### src/rtl/dmem_port_arbiter.sv
// Round-robin arbiter sharing one synchronous data-memory port between the
// CPU load/store path and the debug requester; one access per three cycles.
module dmem_port_arbiter #(
  parameter int ADDR_W = 14,
  parameter int DATA_W = 32
) (
  input  logic              clock,
  input  logic              reset,
  input  logic              cpu_req,
  input  logic              cpu_we,
  input  logic [ADDR_W-1:0] cpu_addr,
  input  logic [DATA_W-1:0] cpu_wdata,
  output logic [DATA_W-1:0] cpu_rdata,
  output logic              cpu_ack,
  output logic              cpu_stall,
  input  logic              dbg_req,
  input  logic              dbg_we,
  input  logic [ADDR_W-1:0] dbg_addr,
  input  logic [DATA_W-1:0] dbg_wdata,
  output logic [DATA_W-1:0] dbg_rdata,
  output logic              dbg_ack,
  output logic              mem_we,
  output logic [ADDR_W-1:0] mem_addr,
  output logic [DATA_W-1:0] mem_wdata,
  input  logic [DATA_W-1:0] mem_rdata
);

  typedef enum logic [1:0] {IDLE, ACCESS, RESP} state_t;

  state_t            state;
  state_t            next_state;
  logic              grant;
  logic              win_id;
  logic              sel_id;
  logic              last_id;
  logic              we_q;
  logic [ADDR_W-1:0] addr_q;
  logic [DATA_W-1:0] wdata_q;

  // Requester id 0 is the CPU, 1 is debug; on a tie the one not granted last wins.
  always_comb begin
    next_state = state;
    grant      = 1'b0;
    win_id     = 1'b0;
    mem_we     = 1'b0;
    cpu_ack    = 1'b0;
    dbg_ack    = 1'b0;
    unique case (state)
      IDLE: begin
        if (cpu_req || dbg_req) begin
          grant      = 1'b1;
          win_id     = (cpu_req && dbg_req) ? ~last_id : dbg_req;
          next_state = ACCESS;
        end
      end
      ACCESS: begin
        mem_we     = we_q;
        next_state = RESP;
      end
      RESP: begin
        cpu_ack    = ~sel_id;
        dbg_ack    = sel_id;
        next_state = IDLE;
      end
      default: next_state = IDLE;
    endcase
  end

  assign mem_addr  = addr_q;
  assign mem_wdata = wdata_q;
  assign cpu_stall = cpu_req & ~cpu_ack;

  always_ff @(posedge clock or negedge reset) begin
    if (!reset) begin
      state <= IDLE;
    end else begin
      state <= next_state;
    end
  end

  // Synchronous RAM data is valid during RESP, so it is captured on that cycle's edge.
  always_ff @(posedge clock or negedge reset) begin
    if (!reset) begin
      sel_id    <= 1'b0;
      last_id   <= 1'b1;
      we_q      <= 1'b0;
      addr_q    <= '0;
      wdata_q   <= '0;
      cpu_rdata <= '0;
      dbg_rdata <= '0;
    end else begin
      if (grant) begin
        sel_id  <= win_id;
        last_id <= win_id;
        we_q    <= win_id ? dbg_we    : cpu_we;
        addr_q  <= win_id ? dbg_addr  : cpu_addr;
        wdata_q <= win_id ? dbg_wdata : cpu_wdata;
      end
      if (state == RESP && !we_q) begin
        if (sel_id) dbg_rdata <= mem_rdata;
        else        cpu_rdata <= mem_rdata;
      end
    end
  end

endmodule

### config.mk
export PLATFORM = sky130hd
export DESIGN_NAME = dmem_port_arbiter
export DESIGN_NICKNAME = d
export VERILOG_FILES = /design/src/rtl/dmem_port_arbiter.sv
export SDC_FILE = /design/constraint.sdc
export NUM_CORES = 1
export LEC_CHECK = 0
export CAP_MARGIN = 15
export CELL_PAD_IN_SITES_DETAIL_PLACEMENT = 1
export CELL_PAD_IN_SITES_GLOBAL_PLACEMENT = 1
export CORE_AREA = 4 4 129 131
export CTS_CLUSTER_SIZE = 16
export DETAILED_ROUTE_END_ITERATION = 7
export DIE_AREA = 0 0 133 135
export HOLD_SLACK_MARGIN = 0.08
export MAX_ROUTING_LAYER = met4
export PLACE_DENSITY = 0.88
export SLEW_MARGIN = 20
export SYNTH_ARGS = -nofsm -noshare
export SYNTH_HDL_FRONTEND = slang
export SYNTH_SLANG_ARGS = --single-unit
### constraint.sdc
create_clock -name clock -period 2.1 [get_ports clock]
set_input_delay 0.42 -clock clock [delete_from_list [all_inputs] [get_ports clock]]
set_output_delay 0.42 -clock clock [all_outputs]
set_load 0.02 [all_outputs]
==> results.sh, run 1 <==
export IMPL_outcome="finished, final reports clean"
export IMPL_port_buffers=243
export IMPL_total_leakage_power_nw=3.466
export IMPL_dp_hpwl_um=12550
export IMPL_rows=46
export IMPL_grt_max_degree=116
export IMPL_ys_ff_latch=115
export IMPL_hold_class="in2async"
export IMPL_hold_buffers=0
export IMPL_final_setup_skew_ns=0.01161
export IMPL_place_ws_ns=-0.2110
export IMPL_fp_coreArea_sq_um=15600
export IMPL_grt_pass1_wl_um=27520
export IMPL_worstSetupStartpointType="flip-flop"
export IMPL_wl_met2_um=8856
export IMPL_grt_use_total_pct=19.97
export IMPL_synth_edf_count=0
export IMPL_clk_latency_ns=0.40
export IMPL_clkTransAtPathRegs_ns=0.06
export IMPL_ios=244
export IMPL_die_h_um=135
export IMPL_crit_type="reg2out"
export IMPL_cts_made_buffers=17
export IMPL_place_gp_congestion=0.8372
export IMPL_ys_warnings_count=0
export IMPL_period_needed_ns=2.022
export IMPL_wl_met1_um=7052
export IMPL_vias=4380
export IMPL_die_x_um=133
export IMPL_p_seq_share_pct=29.2
export IMPL_firstDrtPassIters=5
export IMPL_p_int_mw=8.621
export IMPL_fin_hold_ws_ns=0.05669
export IMPL_ant_nets=0
export IMPL_wl_met3_um=1030
export IMPL_required_ns=1.68
export IMPL_slew_headroom_pct=33.90
export IMPL_post_route_period_util_pct=96.31
export IMPL_final_layout_size_suffix_gt1_share_pct=12.67
export IMPL_wl_per_cell_um=19.49
export IMPL_antenna_found_initial=1
export IMPL_start_util_pct=32.33
export IMPL_vias_per_cell=4.932
export IMPL_post_route_drc_count=0
export IMPL_vdd_drop_max_v=0.0006671
export IMPL_avgSynthCellArea_sq_um=12.01
export IMPL_p_sw_mw=5.166
export IMPL_combPwrFrac_pct=49.0
export IMPL_syn_num_nets=550
export IMPL_fin_nets=788
export IMPL_grt_pass1_vias=5032
export IMPL_postSynthCellCount=420
export IMPL_ys_async_sr_fraction_pct=100.0
export IMPL_endpoint_kind="output pin"
export IMPL_synthesis_area_sq_um=5042
export IMPL_syn2layout_area_growth_pct=66.28
export IMPL_p_sw_share_pct=37.47
export IMPL_setup_ws_ns=0.07757
export IMPL_synth_flop_cell="dfrtp_1"
export IMPL_cts_root_buffer="clkbuf_16"
export IMPL_grt_overflow=0
export IMPL_powerDensity_nw_per_um2=1644
export IMPL_pwr_share_clk_pct=21.8
export IMPL_topRoutingLayerUsed="met4"
export IMPL_cts_sinks=115
export IMPL_htreeDepth=4
export IMPL_fmax_ghz=0.4945
export IMPL_routed_wl_um=17310
export IMPL_finalHoldViolations=0
export IMPL_ys_types=24
export IMPL_dieArea_sq_um=17960
export IMPL_critical_path_max_fanout=5
export IMPL_drtIter0Drc=140
export IMPL_setup_violations_final=0
export IMPL_power_mw=13.79
export IMPL_cts_buffer_depth=2
export IMPL_maxCapViolations=0
export IMPL_finalMaxSlewViolations=0
export IMPL_synth_seq_area_share_pct=57.10
export IMPL_tightest_slew_ns=0.9892
export IMPL_crit_arrival_ns=1.60
export IMPL_postCtsSetupRepairBufs=0
export IMPL_cts_tree="done"
==> state kept, by name, summed over array words and instances (netlist names) <==
register,count
mem_wdata,32
dbg_rdata,32
we_q,1
state,2
cpu_rdata,32
sel_id,1
mem_addr,14
last_id,1
==> power by group through the flow <==
stage               registers (mW)  clock network, mW  logic [mW]
global route                  4.17               3.19        7.18
floorplan                     5.20                  0        2.26
finish                        4.02               3.01        6.76
global placement              3.96                  0        6.61
detailed placement            4.05                  0        6.85
CTS                           4.03               3.08        6.86
==> metrics by stage <==
step	std cells	utilization, %	area, sq um	TNS, ns
global placement	855	49.72	7755	-1.535
floorplan	420	-	5042	0
detailed placement	855	49.72	7755	-4.676
finish	888	53.75	8384	0
global route	888	53.75	8384	-0.008803
CTS	887	53.70	8376	0
==> worst paths after layout <==
kind / from / to / slack, ns / cells past startpoint
min in group clock: cpu_rdata[13] / cpu_rdata[13] / 0.48 / 1
min: reset / dbg_rdata[12] / 0.06 / 2
min reg2reg: cpu_rdata[13] / cpu_rdata[13] / 0.48 / 1
max in group asynchronous: reset / mem_addr[10] / 1.48 / 2
max reg2reg: state[1] / cpu_rdata[29] / 0.46 / 4
max: state[0] / mem_we / 0.08 / 3
==> synthesized netlist by cell type, types with 4 or more instances <==
master,number,area share (%)
o21ai_1,12,1.2
mux2_4,30,8.9
clkbuf_1,18,1.3
nor2_1,48,3.6
nor2b_1,4,0.50
buf_6,7,1.6
o21ai_0,36,3.6
buf_2,11,1.1
mux2_1,34,7.6
o31ai_1,46,6.8
a21oi_1,46,4.6
dfrtp_1,114,57
==> critical path: stages (launching register included) <==
cell           delay [ns]
dfrtp_1              0.47
nor2b_1              0.22
and2_1               0.14
dlygate4sd2_1        0.37
==> cell usage in the layout (no fill, tap or decap), drive strengths merged <==
| cell | instances |
|---|---|
| a21bo | 1 |
| clkinvlp | 4 |
| clkinv | 3 |
| diode | 1 |
| a2bb2oi | 1 |
| dfrtp | 114 |
| mux2 | 64 |
| clkbuf | 19 |
| dfstp | 1 |
| a22o | 2 |
| dlygate4sd2 | 4 |
| bufinv | 3 |
| inv | 4 |
| or2 | 1 |
| buf | 15 |
| o21ai | 48 |
| nor3b | 1 |
| a21oi | 46 |
| and2 | 1 |
| nor2b | 4 |
| o31ai | 46 |
| and3b | 1 |
| a21boi | 1 |
| nor2 | 48 |
| a211oi | 1 |
| clkdlybuf4s50 | 238 |
==> cell families after synthesis <==
| family | after synthesis | share of synthesized area [%] |
|---|---|---|
| simple gates | 56 | 4.739 |
| buf+inv | 39 | 4.367 |
| compound gates | 146 | 17.27 |
| mux | 64 | 16.53 |
| flops | 115 | 57.10 |
==> final cells by class <==
cell class	count	area [sq um]
sequential	115	2879
fill	1638	7213
clock inverter	13	172.7
multi-input combinational	266	1998
tap	216	270.3
inverter	1	3.754
antenna	1	2.502
timing repair buffer	257	2605
clock buffer	19	452.9
==> routing by layer <==
metal / track usage, % / vias to the layer above
met5: - / -
met4: 7.564 / 0
met3: 5.253 / 26
met2: 34.23 / 172
met1: 22.46 / 2188
li1: - / 1994
==> what timing repair did <==
item,4_1_cts,5_1_grt
resized for setup,4,1
gates cloned,0,0
endpoints found under the setup margin,4,1
No activity file was read; power rests on OpenSTA's default activity.
==> run 2: changes to the inputs <==
Settings changed: SLEW_MARGIN 20 to unset.
==> results of run 2 <==
The final DEF is identical to that of run 1; final timing and power are the same.
==> run 3: changes to the inputs <==
Settings changed: ABC_AREA set to 0.
==> results of run 3 <==
The final DEF is identical to that of run 1; final timing and power are the same.
